--- src/rtl/npu_cmd_scheduler_if.sv ---
// npu_cmd_scheduler_if: host command bus plus NPU controller handshake bundle
// Ports (slave side = scheduler):
//   cmd_valid_i/cmd_op_i/cmd_ready_o : host command offer and acceptance
//   flush_i                          : drop queued, not-yet-issued commands
//   op_type_o/op_end_i               : one-cycle opcode pulse out, completion level in
//   busy_o/pending_o/done_cnt_o      : progress reporting
//   err_o/err_clr_i                  : sticky error flag and its clear
interface npu_cmd_scheduler_if #(
  parameter int DEPTH = 4
);
  logic                   cmd_valid_i;
  logic [1:0]             cmd_op_i;
  logic                   cmd_ready_o;
  logic                   flush_i;
  logic [3:0]             op_type_o;
  logic                   op_end_i;
  logic                   busy_o;
  logic [$clog2(DEPTH):0] pending_o;
  logic [15:0]            done_cnt_o;
  logic                   err_o;
  logic                   err_clr_i;
  modport slave (
    input  cmd_valid_i, cmd_op_i, flush_i, op_end_i, err_clr_i,
    output cmd_ready_o, op_type_o, busy_o, pending_o, done_cnt_o, err_o
  );
  modport master (
    output cmd_valid_i, cmd_op_i, flush_i, op_end_i, err_clr_i,
    input  cmd_ready_o, op_type_o, busy_o, pending_o, done_cnt_o, err_o
  );
endinterface

--- src/rtl/npu_cmd_scheduler.sv ---
// npu_cmd_scheduler: queues host commands and issues them one at a time to the NPU controller
// Ports: clk_i, rst_ni (async, active-low), bus (npu_cmd_scheduler_if.slave).
module npu_cmd_scheduler #(
  parameter int DWidth     = 32,
  parameter int ADDR_WIDTH = 32,
  parameter int DEPTH      = 4,
  parameter int TIMEOUT    = 4096
) (
  input logic                 clk_i,
  input logic                 rst_ni,
  npu_cmd_scheduler_if.slave  bus
);
  localparam int AW = $clog2(DEPTH);
  localparam int TW = $clog2(TIMEOUT);
  if (DEPTH < 2 || (DEPTH & (DEPTH - 1)) != 0 || TIMEOUT < 8 || DWidth < 1 || ADDR_WIDTH < 1) begin : g_param_chk
    $error("npu_cmd_scheduler: illegal parameters");
  end
  typedef enum logic [1:0] {IDLE, ISSUE, WAIT_END, WAIT_CLR} state_e;
  state_e        state_q, state_d;
  logic [1:0]    mem_q [DEPTH];
  logic [AW-1:0] wr_q, rd_q;
  logic [AW:0]   cnt_q, cnt_d;
  logic [TW-1:0] tmr_q, tmr_d;
  logic [3:0]    op_q, op_d;
  logic [15:0]   done_q, done_d;
  logic          busy_q, err_q, err_d;
  logic          legal, push, pop, tmo;
  assign bus.cmd_ready_o = (cnt_q < (AW+1)'(DEPTH)) & ~bus.flush_i;
  // 01 and 10 are the only legal opcodes: exactly one bit set
  assign legal = ^bus.cmd_op_i;
  assign push  = bus.cmd_valid_i & bus.cmd_ready_o & legal;
  always_comb begin
    state_d = state_q;
    tmr_d   = tmr_q;
    op_d    = 4'h0;
    done_d  = done_q;
    pop     = 1'b0;
    tmo     = 1'b0;
    case (state_q)
      IDLE: if (cnt_q != '0 && !bus.op_end_i) begin
        pop     = 1'b1;
        op_d    = (mem_q[rd_q] == 2'b01) ? 4'hF : 4'h1;
        state_d = ISSUE;
      end
      ISSUE: begin
        tmr_d   = '0;
        state_d = WAIT_END;
      end
      WAIT_END: if (bus.op_end_i) state_d = WAIT_CLR;
      else if (tmr_q == TW'(TIMEOUT - 1)) begin
        tmo     = 1'b1;
        done_d  = done_q + 16'd1;
        state_d = IDLE;
      end else tmr_d = tmr_q + TW'(1);
      WAIT_CLR: if (!bus.op_end_i) begin
        done_d  = done_q + 16'd1;
        state_d = IDLE;
      end
      default: state_d = IDLE;
    endcase
    // flush also discards a same-cycle pop's bookkeeping; the popped command is already in flight
    cnt_d = bus.flush_i ? '0 : cnt_q + (AW+1)'(push) - (AW+1)'(pop);
    err_d = (bus.cmd_valid_i & bus.cmd_ready_o & ~legal) | tmo | (err_q & ~bus.err_clr_i);
  end
  always_ff @(posedge clk_i or negedge rst_ni) begin
    if (!rst_ni) begin
      state_q <= IDLE;
      wr_q    <= '0;
      rd_q    <= '0;
      cnt_q   <= '0;
      tmr_q   <= '0;
      op_q    <= '0;
      done_q  <= '0;
      busy_q  <= 1'b0;
      err_q   <= 1'b0;
    end else begin
      state_q <= state_d;
      wr_q    <= wr_q + AW'(push);
      rd_q    <= bus.flush_i ? wr_q : rd_q + AW'(pop);
      cnt_q   <= cnt_d;
      tmr_q   <= tmr_d;
      op_q    <= op_d;
      done_q  <= done_d;
      busy_q  <= state_d != IDLE;
      err_q   <= err_d;
    end
  end
  always_ff @(posedge clk_i) if (push) mem_q[wr_q] <= bus.cmd_op_i;
  assign bus.op_type_o  = op_q;
  assign bus.busy_o     = busy_q;
  assign bus.pending_o  = cnt_q;
  assign bus.done_cnt_o = done_q;
  assign bus.err_o      = err_q;
endmodule

--- src/flat_wrapper.sv ---
// flat-port wrapper written by rule: the top's interface ports become plain ports
module npu_cmd_scheduler_flat 
#(
  parameter int DWidth     = 32,
  parameter int ADDR_WIDTH = 32,
  parameter int DEPTH      = 4,
  parameter int TIMEOUT    = 4096
)
  (clk_i, rst_ni, bus_cmd_valid_i, bus_cmd_op_i, bus_flush_i, bus_op_end_i, bus_err_clr_i, bus_cmd_ready_o, bus_op_type_o, bus_busy_o, bus_pending_o, bus_done_cnt_o, bus_err_o);
  npu_cmd_scheduler_if #(.DEPTH(DEPTH)) bus_i ();
  input logic clk_i;
  input logic rst_ni;
  input wire logic [$bits(bus_i.cmd_valid_i)-1:0] bus_cmd_valid_i;
  input wire logic [$bits(bus_i.cmd_op_i)-1:0] bus_cmd_op_i;
  input wire logic [$bits(bus_i.flush_i)-1:0] bus_flush_i;
  input wire logic [$bits(bus_i.op_end_i)-1:0] bus_op_end_i;
  input wire logic [$bits(bus_i.err_clr_i)-1:0] bus_err_clr_i;
  output wire logic [$bits(bus_i.cmd_ready_o)-1:0] bus_cmd_ready_o;
  output wire logic [$bits(bus_i.op_type_o)-1:0] bus_op_type_o;
  output wire logic [$bits(bus_i.busy_o)-1:0] bus_busy_o;
  output wire logic [$bits(bus_i.pending_o)-1:0] bus_pending_o;
  output wire logic [$bits(bus_i.done_cnt_o)-1:0] bus_done_cnt_o;
  output wire logic [$bits(bus_i.err_o)-1:0] bus_err_o;
  assign bus_i.cmd_valid_i = bus_cmd_valid_i;
  assign bus_i.cmd_op_i = bus_cmd_op_i;
  assign bus_i.flush_i = bus_flush_i;
  assign bus_i.op_end_i = bus_op_end_i;
  assign bus_i.err_clr_i = bus_err_clr_i;
  assign bus_cmd_ready_o = bus_i.cmd_ready_o;
  assign bus_op_type_o = bus_i.op_type_o;
  assign bus_busy_o = bus_i.busy_o;
  assign bus_pending_o = bus_i.pending_o;
  assign bus_done_cnt_o = bus_i.done_cnt_o;
  assign bus_err_o = bus_i.err_o;
  npu_cmd_scheduler #(.DWidth(DWidth), .ADDR_WIDTH(ADDR_WIDTH), .DEPTH(DEPTH), .TIMEOUT(TIMEOUT)) u_core (.clk_i(clk_i), .rst_ni(rst_ni), .bus(bus_i));
endmodule
--- config.mk ---
export PLATFORM = sky130hd
export DESIGN_NAME = npu_cmd_scheduler_flat
export DESIGN_NICKNAME = d
export VERILOG_FILES = /design/src/rtl/npu_cmd_scheduler_if.sv /design/src/rtl/npu_cmd_scheduler.sv /design/src/flat_wrapper.sv
export SDC_FILE = /design/constraint.sdc
export NUM_CORES = 1
export LEC_CHECK = 0
export CAP_MARGIN = 20
export CORE_ASPECT_RATIO = 1.5
export CORE_UTILIZATION = 50
export DETAILED_ROUTE_END_ITERATION = 16
export PLACE_DENSITY_LB_ADDON = 0.1
export SYNTH_ARGS = -nofsm -noshare
export SYNTH_HDL_FRONTEND = slang
export SYNTH_SLANG_ARGS = --single-unit
--- constraint.sdc ---
create_clock -name clk_i -period 4.5 [get_ports clk_i]
set_clock_uncertainty 0.2 [all_clocks]
set_input_delay 0.9 -clock clk_i [delete_from_list [all_inputs] [get_ports clk_i]]
set_output_delay 0.9 -clock clk_i [all_outputs]
set_load 0.01 [all_outputs]
==> metrics.cfg, run 1 <==
[placed_design]
portBuffers = 33
hpwl_um = 3425
post-place-cells = 297
place_congestion = 0.8344

[power]
power_density_nw_per_um2 = 432.9
p_total_uw = 1239
p_leak_uw = 0.001265
max-vdd-ir-drop_uv = 260.5

[critical_path]
path_common_cell = clkdlybuf4s50_1
cp_max_fo = 8
reg2reg_to = u_core.bus.pending_o[2]
reg2reg_from = u_core.state_q[0]
worstPathCellList = clkdlybuf4s50_1 -> nor2_1 -> clkdlybuf4s50_1
r2r_slack_ns = 1.98
critical_path_buf_inv_count = 2
crit_slowest_cell = clkdlybuf4s50_1
end_kind = output port
cp.depth = 3
path_class = in -> out
required_ns = 3.40
cp_data_arrival_time_ns = 2.23
ff2ff_path_depth = 9
cp-start-kind = primary input
slowest_delay_ns = 0.58
crit_family = buffers and inverters

[timing]
final-setup-viol-count = 0
worstMarginPinSlew_ns = 0.9046
fin_tns_setup_ns = 0
hold_viol_final = 0
slew-limit-headroom_pct = 39.69
rsz0062_at_grt = false
fin_crit_sh_pct = 74.04
slew_viol_final = 0
max_freq_ghz = 0.3001
final.min_clock_period_ns = 3.332

[yosys]
syn_nets = 221
synth-seq-cells = 49
ys_seq_area_share_pct = 52.14
synth_flop_cell = dfrtp_1
async_reset_ff_share_pct = 83.67
synth_cell_types = 49
syn_area_per_cell_sq_um = 11.68
ys_warn_count = 0
synthesis.area_sq_um = 2429
synth_cells = 208
synth-edff-count = 8

[finish]
fin_util_pct = 62.51
antennaDiodeCount = 0
layout_common_cells = dfrtp_1, clkdlybuf4s50_1, nand2_1
drive_gt1_share_pct = 9.959
nets = 253
mostFrequentLayoutCell = dfrtp_1
final_cells = 305
synthToLayoutAreaGrowth_pct = 17.88

[run_status]
status = complete, no violations

[floorplanning]
fp.dieArea_sq_um = 5146
ios = 34
fp.dieW_um = 58.91
rows = 30
fp.dieH_um = 87.36
start_util_pct = 53.03
core_area_sq_um = 4579

[drt]
dr.first_iter.drc_count = 79
vias = 1711
wl_per_cell_um = 15.05
drt-total-wl_um = 4590
first_pass_iters = 4
via_per_inst = 5.610
ant_nets = 0
drcViolationCount = 0

[grt]
grt_pass1_wl_um = 7714
antenna_found_initial = 0
grt_pass1_vias = 1677
grt_use_total_pct = 20.08
grt_max_degree = 42
grt-ovfl-total = 0

[min_path]
min_to = u_core.bus.done_cnt_o[15]
hold_start = u_core.bus.done_cnt_o[15]
worstHoldPathCells = 1
hp-class = reg -> reg

[flow_run]
cap_viol_max_count = 0

[cts]
cts_buffers = 5
h-tree-depth = 2
clock_sinks = 49
postCtsHoldBufs = 0
cts_resized = 0
post-cts-setup-buffer-count = 0
cts_tree = built
clk_pin_slew_worst_paths_ns = 0.09
root_buffer = clkbuf_8
clk_latency_ns = 0.30
clock_path_buffers = 2

-- power breakdown --
group	internal, uW	switching (uW)
registers	528	103
logic	166	185
clock network	110	148
-- worst max-delay path by stage --
stage | start | endpoint | slack, ns
CTS | bus_flush_i | bus_cmd_ready_o | 1.18
global route | bus_flush_i | bus_cmd_ready_o | 1.08
finish | bus_flush_i | bus_cmd_ready_o | 1.17
global placement | bus_op_end_i | u_core.bus.pending_o[2] | 1.11
detailed placement | bus_op_end_i | u_core.bus.pending_o[2] | 1.07
floorplan | bus_op_end_i | u_core.bus.pending_o[2] | 1.78
-- cells by family (layout without fill, tap and decap cells) --
group                    after synthesis  in the layout  synth area share (%)
AND/OR/NAND/NOR                       89             89                 22.77
XOR/XNOR                              24             24                 8.655
AO/OA/AOI/OAI                         23             23                 7.883
adder cells (fa/ha/maj)                5              5                 2.885
flip-flops                            49             49                 52.14
buffers and inverters                 12             45                 3.142
multiplexers                           6              6                 2.525
-- cell usage after synthesis, types with 2 or more instances --
cell | instances | area [sq um]
and3_2 | 2 | 15.01
nand2b_1 | 4 | 25.02
nor4_1 | 3 | 18.77
nor4b_1 | 2 | 17.52
mux2i_1 | 5 | 50.05
nor4_2 | 6 | 75.07
buf_6 | 3 | 33.78
nor2_1 | 11 | 41.29
xor2_1 | 20 | 175.2
buf_4 | 2 | 15.01
and3_1 | 4 | 25.02
nand4_1 | 4 | 25.02
inv_1 | 4 | 15.01
nand2_1 | 23 | 86.33
o31ai_1 | 2 | 15.01
and3b_1 | 2 | 17.52
nor3b_1 | 2 | 15.01
a31oi_1 | 2 | 12.51
xnor2_1 | 4 | 35.03
a21oi_1 | 2 | 10.01
nand3_1 | 11 | 55.05
dfrtp_1 | 41 | 1026
nor2b_1 | 2 | 12.51
and4_1 | 4 | 35.03
nor3_1 | 2 | 10.01
edfxtp_1 | 8 | 240.2
o311ai_0 | 2 | 17.52
o21ai_0 | 7 | 35.03
ha_1 | 4 | 50.05
-- per-stage QoR --
stage	area [sq um]	hold WS, ns	setup WS (ns)
finish	2863	0.2691	1.168
CTS	2863	0.2772	1.180
floorplan	2429	0.2695	1.782
detailed placement	2773	0.2609	1.069
global route	2863	0.2952	1.082
global placement	2773	0.2585	1.107
-- area by class of cell --
type	count	area (sq um)
Clock buffer	5	68.82
Clock inverter	3	21.27
Fill cell	399	1717
Inverter	4	15.01
Multi-Input combinational cell	147	1086
Sequential cell	49	1266
Tap cell	64	80.08
Timing Repair Buffer	33	325.3
-- flip-flops by register name, summed over array words and instances (netlist names) --
signal,cells
u_core.bus.done_cnt_o,16
u_core.bus.busy_o,1
u_core.bus.op_type_o,2
u_core.mem_q,8
u_core.rd_q,2
u_core.tmr_q,12
u_core.bus.err_o,1
u_core.bus.pending_o,3
u_core.state_q,2
u_core.wr_q,2
-- per-layer routing --
layer	vias up	part of all wire [%]	global-route usage, %
met1	851	42	23.35
met3	5	3.1	4.012
met2	38	54	36.05
met5	-	0	0
li1	817	-	-
met4	0	1.3	6.710
(Power assumes the default switching activity.)
==> run 2: changes to the inputs <==
==> constraint.sdc (replaced) <==
create_clock -name clk_i -period 3.1 [get_ports clk_i]
set_clock_uncertainty 0.2 [all_clocks]
set_input_delay 0.62 -clock clk_i [delete_from_list [all_inputs] [get_ports clk_i]]
set_output_delay 0.62 -clock clk_i [all_outputs]
set_load 0.01 [all_outputs]
==> metrics.cfg, run 2 (synthesis results as in run 1) <==
[grt]
grt_pass1_wl_um = 7838  ; +1.6%
grt-ovfl-total = 0  ; unchanged
grt_max_degree = 42  ; unchanged
grt_use_total_pct = 20.12  ; +0.037 points
antenna_found_initial = 0  ; unchanged
grt_pass1_vias = 1743  ; +3.9%
gr-max-usage-layer = met2
grt_use_met3_pct = 3.566  ; -0.45 points
use_met2_pct = 37.60  ; +1.5 points
met1_usage_pct = 22.49  ; -0.85 points

[power]
power_density_nw_per_um2 = 643.7  ; +49%
p_leak_uw = 0.001286  ; +1.7%
max-vdd-ir-drop_uv = 409.1  ; +57%

[critical_path]
crit_family = adder cells
worstPathCellList = clkdlybuf4s50_1 -> nor3_1 -> o31ai_1 -> mux2i_1 -> ha_1 -> inv_1 -> fa_1 -> xor2_1 -> xnor2_1 -> nor2_1
ff2ff_path_depth = 9  ; unchanged
reg2reg_to = u_core.bus.pending_o[2]
end_kind = flip-flop
path_class = in -> reg
required_ns = 3.09  ; -0.31 ns
cp_data_arrival_time_ns = 2.69  ; +0.46 ns
crit_slowest_cell = clkdlybuf4s50_1
cp-start-kind = primary input
cp.depth = 10  ; +7
critical_path_buf_inv_count = 2  ; unchanged
endpoint = u_core.bus.pending_o[2]
slowest_delay_ns = 0.43  ; -0.15 ns
cp_max_fo = 3  ; -5
r2r_slack_ns = 0.68  ; -1.30 ns
worstSetupStartpoint = bus_op_end_i
reg2reg_from = u_core.state_q[0]

[floorplanning]
fp.dieArea_sq_um = 5146  ; unchanged
start_util_pct = 53.03  ; unchanged
rows = 30  ; unchanged
fp.dieH_um = 87.36  ; unchanged
ios = 34  ; unchanged
core_area_sq_um = 4579  ; unchanged
fp.dieW_um = 58.91  ; unchanged

[timing]
hold_viol_final = 0  ; unchanged
fin_tns_setup_ns = 0  ; unchanged
worst_slack_ns = 0.3996  ; -0.7685 ns
rsz0062_at_grt = false
fin_crit_sh_pct = 87.11
slew_viol_final = 0  ; unchanged
worstMarginPinSlew_ns = 0.9066  ; +0.001917 ns
final-setup-viol-count = 0  ; unchanged
max_freq_ghz = 0.3703
slew-limit-headroom_pct = 39.56  ; -0.13 points
final.min_clock_period_ns = 2.700

[finish]
final_cells = 308  ; +0.98%
antennaDiodeCount = 0  ; unchanged
mostFrequentLayoutCell = dfrtp_1
nets = 256  ; +1.2%
synthToLayoutAreaGrowth_pct = 19.63
largest_reg_flops = 16  ; unchanged
layout_common_cells = dfrtp_1, clkdlybuf4s50_1, nand2_1
drive_gt1_share_pct = 10.66  ; +0.70 points
fillerInstances = 396  ; -0.75%

[placed_design]
place_congestion = 0.7987  ; -4.3%
hpwl_um = 3373  ; -1.5%
portBuffers = 33  ; unchanged
post-place-cells = 300  ; +1.0%
post-place-ws_ns = 0.03311  ; -1.036 ns

[drt]
via_per_inst = 5.448  ; -2.9%
dr.first_iter.drc_count = 37  ; -53%
drcViolationCount = 0  ; unchanged
ant_nets = 0  ; unchanged
wl_per_cell_um = 14.69  ; -2.4%
drt-total-wl_um = 4524  ; -1.4%
first_pass_iters = 4  ; unchanged
vias = 1678  ; -1.9%

[flow_run]
cap_viol_max_count = 0  ; unchanged

[cts]
cts_tree = built
postCtsHoldBufs = 0  ; unchanged
clk_latency_ns = 0.30  ; about the same
root_buffer = clkbuf_8
cts_buffers = 5  ; unchanged
post-cts-setup-buffer-count = 0  ; unchanged
clock_sinks = 49  ; unchanged
h-tree-depth = 2  ; unchanged
clock_path_buffers = 2  ; unchanged
clk_pin_slew_worst_paths_ns = 0.09  ; about the same
cts_resized = 0  ; unchanged

[min_path]
hp-class = in -> async

[run_status]
status = complete, no violations

## run 2: cell types whose count changed in the layout (fill, tap and decap cells not counted), sizes merged
cell    delta
buf        +3
inv        -1
bufinv     +1
## run 2: cell type report
cell class                 count  area (sq um)  share of cell area [%]
clock buffer                   5         68.82                   2.369
sequential                    49          1266                   43.58
inverter                       4         15.01                  0.5168
timing repair buffer          36         347.8                   11.97
tap                           64         80.08                   2.756
clock inverter                 3         41.29                   1.421
multi-input combinational    147          1086                   37.38
## run 2: power by group
| group | internal, uW | switching, uW |
|---|---|---|
| Combinational | 245 | 270 |
| Sequential | 766 | 148 |
| Clock | 237 | 202 |
## run 2: per-stage QoR
step / hold slack, ns / instance area, sq um / utilization, % / power (uW)
floorplan: 0.1244 / 2429 / - / 1226
global placement: 0.2591 / 2795 / 61.04 / 1418
detailed placement: 0.2587 / 2795 / 61.04 / 1454
CTS: 0.2727 / 2905 / 63.44 / 1897
global route: 0.2829 / 2905 / 63.44 / 1998
finish: 0.2521 / 2905 / 63.44 / 1870
## run 2: metal layers
layer	up-vias	wire, um
met2	31	2506
met4	0	50
met1	817	1850
met3	4	117
met5	-	0
li1	826	-
## run 2: worst min-delay path by stage
stage / startpoint / end / slack [ns] / depth (start not counted)
finish: rst_ni / u_core.tmr_q[9] / 0.25 / 1
global route: u_core.bus.done_cnt_o[15] / u_core.bus.done_cnt_o[15] / 0.28 / 1
CTS: u_core.bus.done_cnt_o[15] / u_core.bus.done_cnt_o[15] / 0.27 / 1
detailed placement: u_core.bus.done_cnt_o[15] / u_core.bus.done_cnt_o[15] / 0.26 / 1
global placement: u_core.bus.done_cnt_o[15] / u_core.bus.done_cnt_o[15] / 0.26 / 1
floorplan: rst_ni / u_core.bus.busy_o / 0.12 / 0
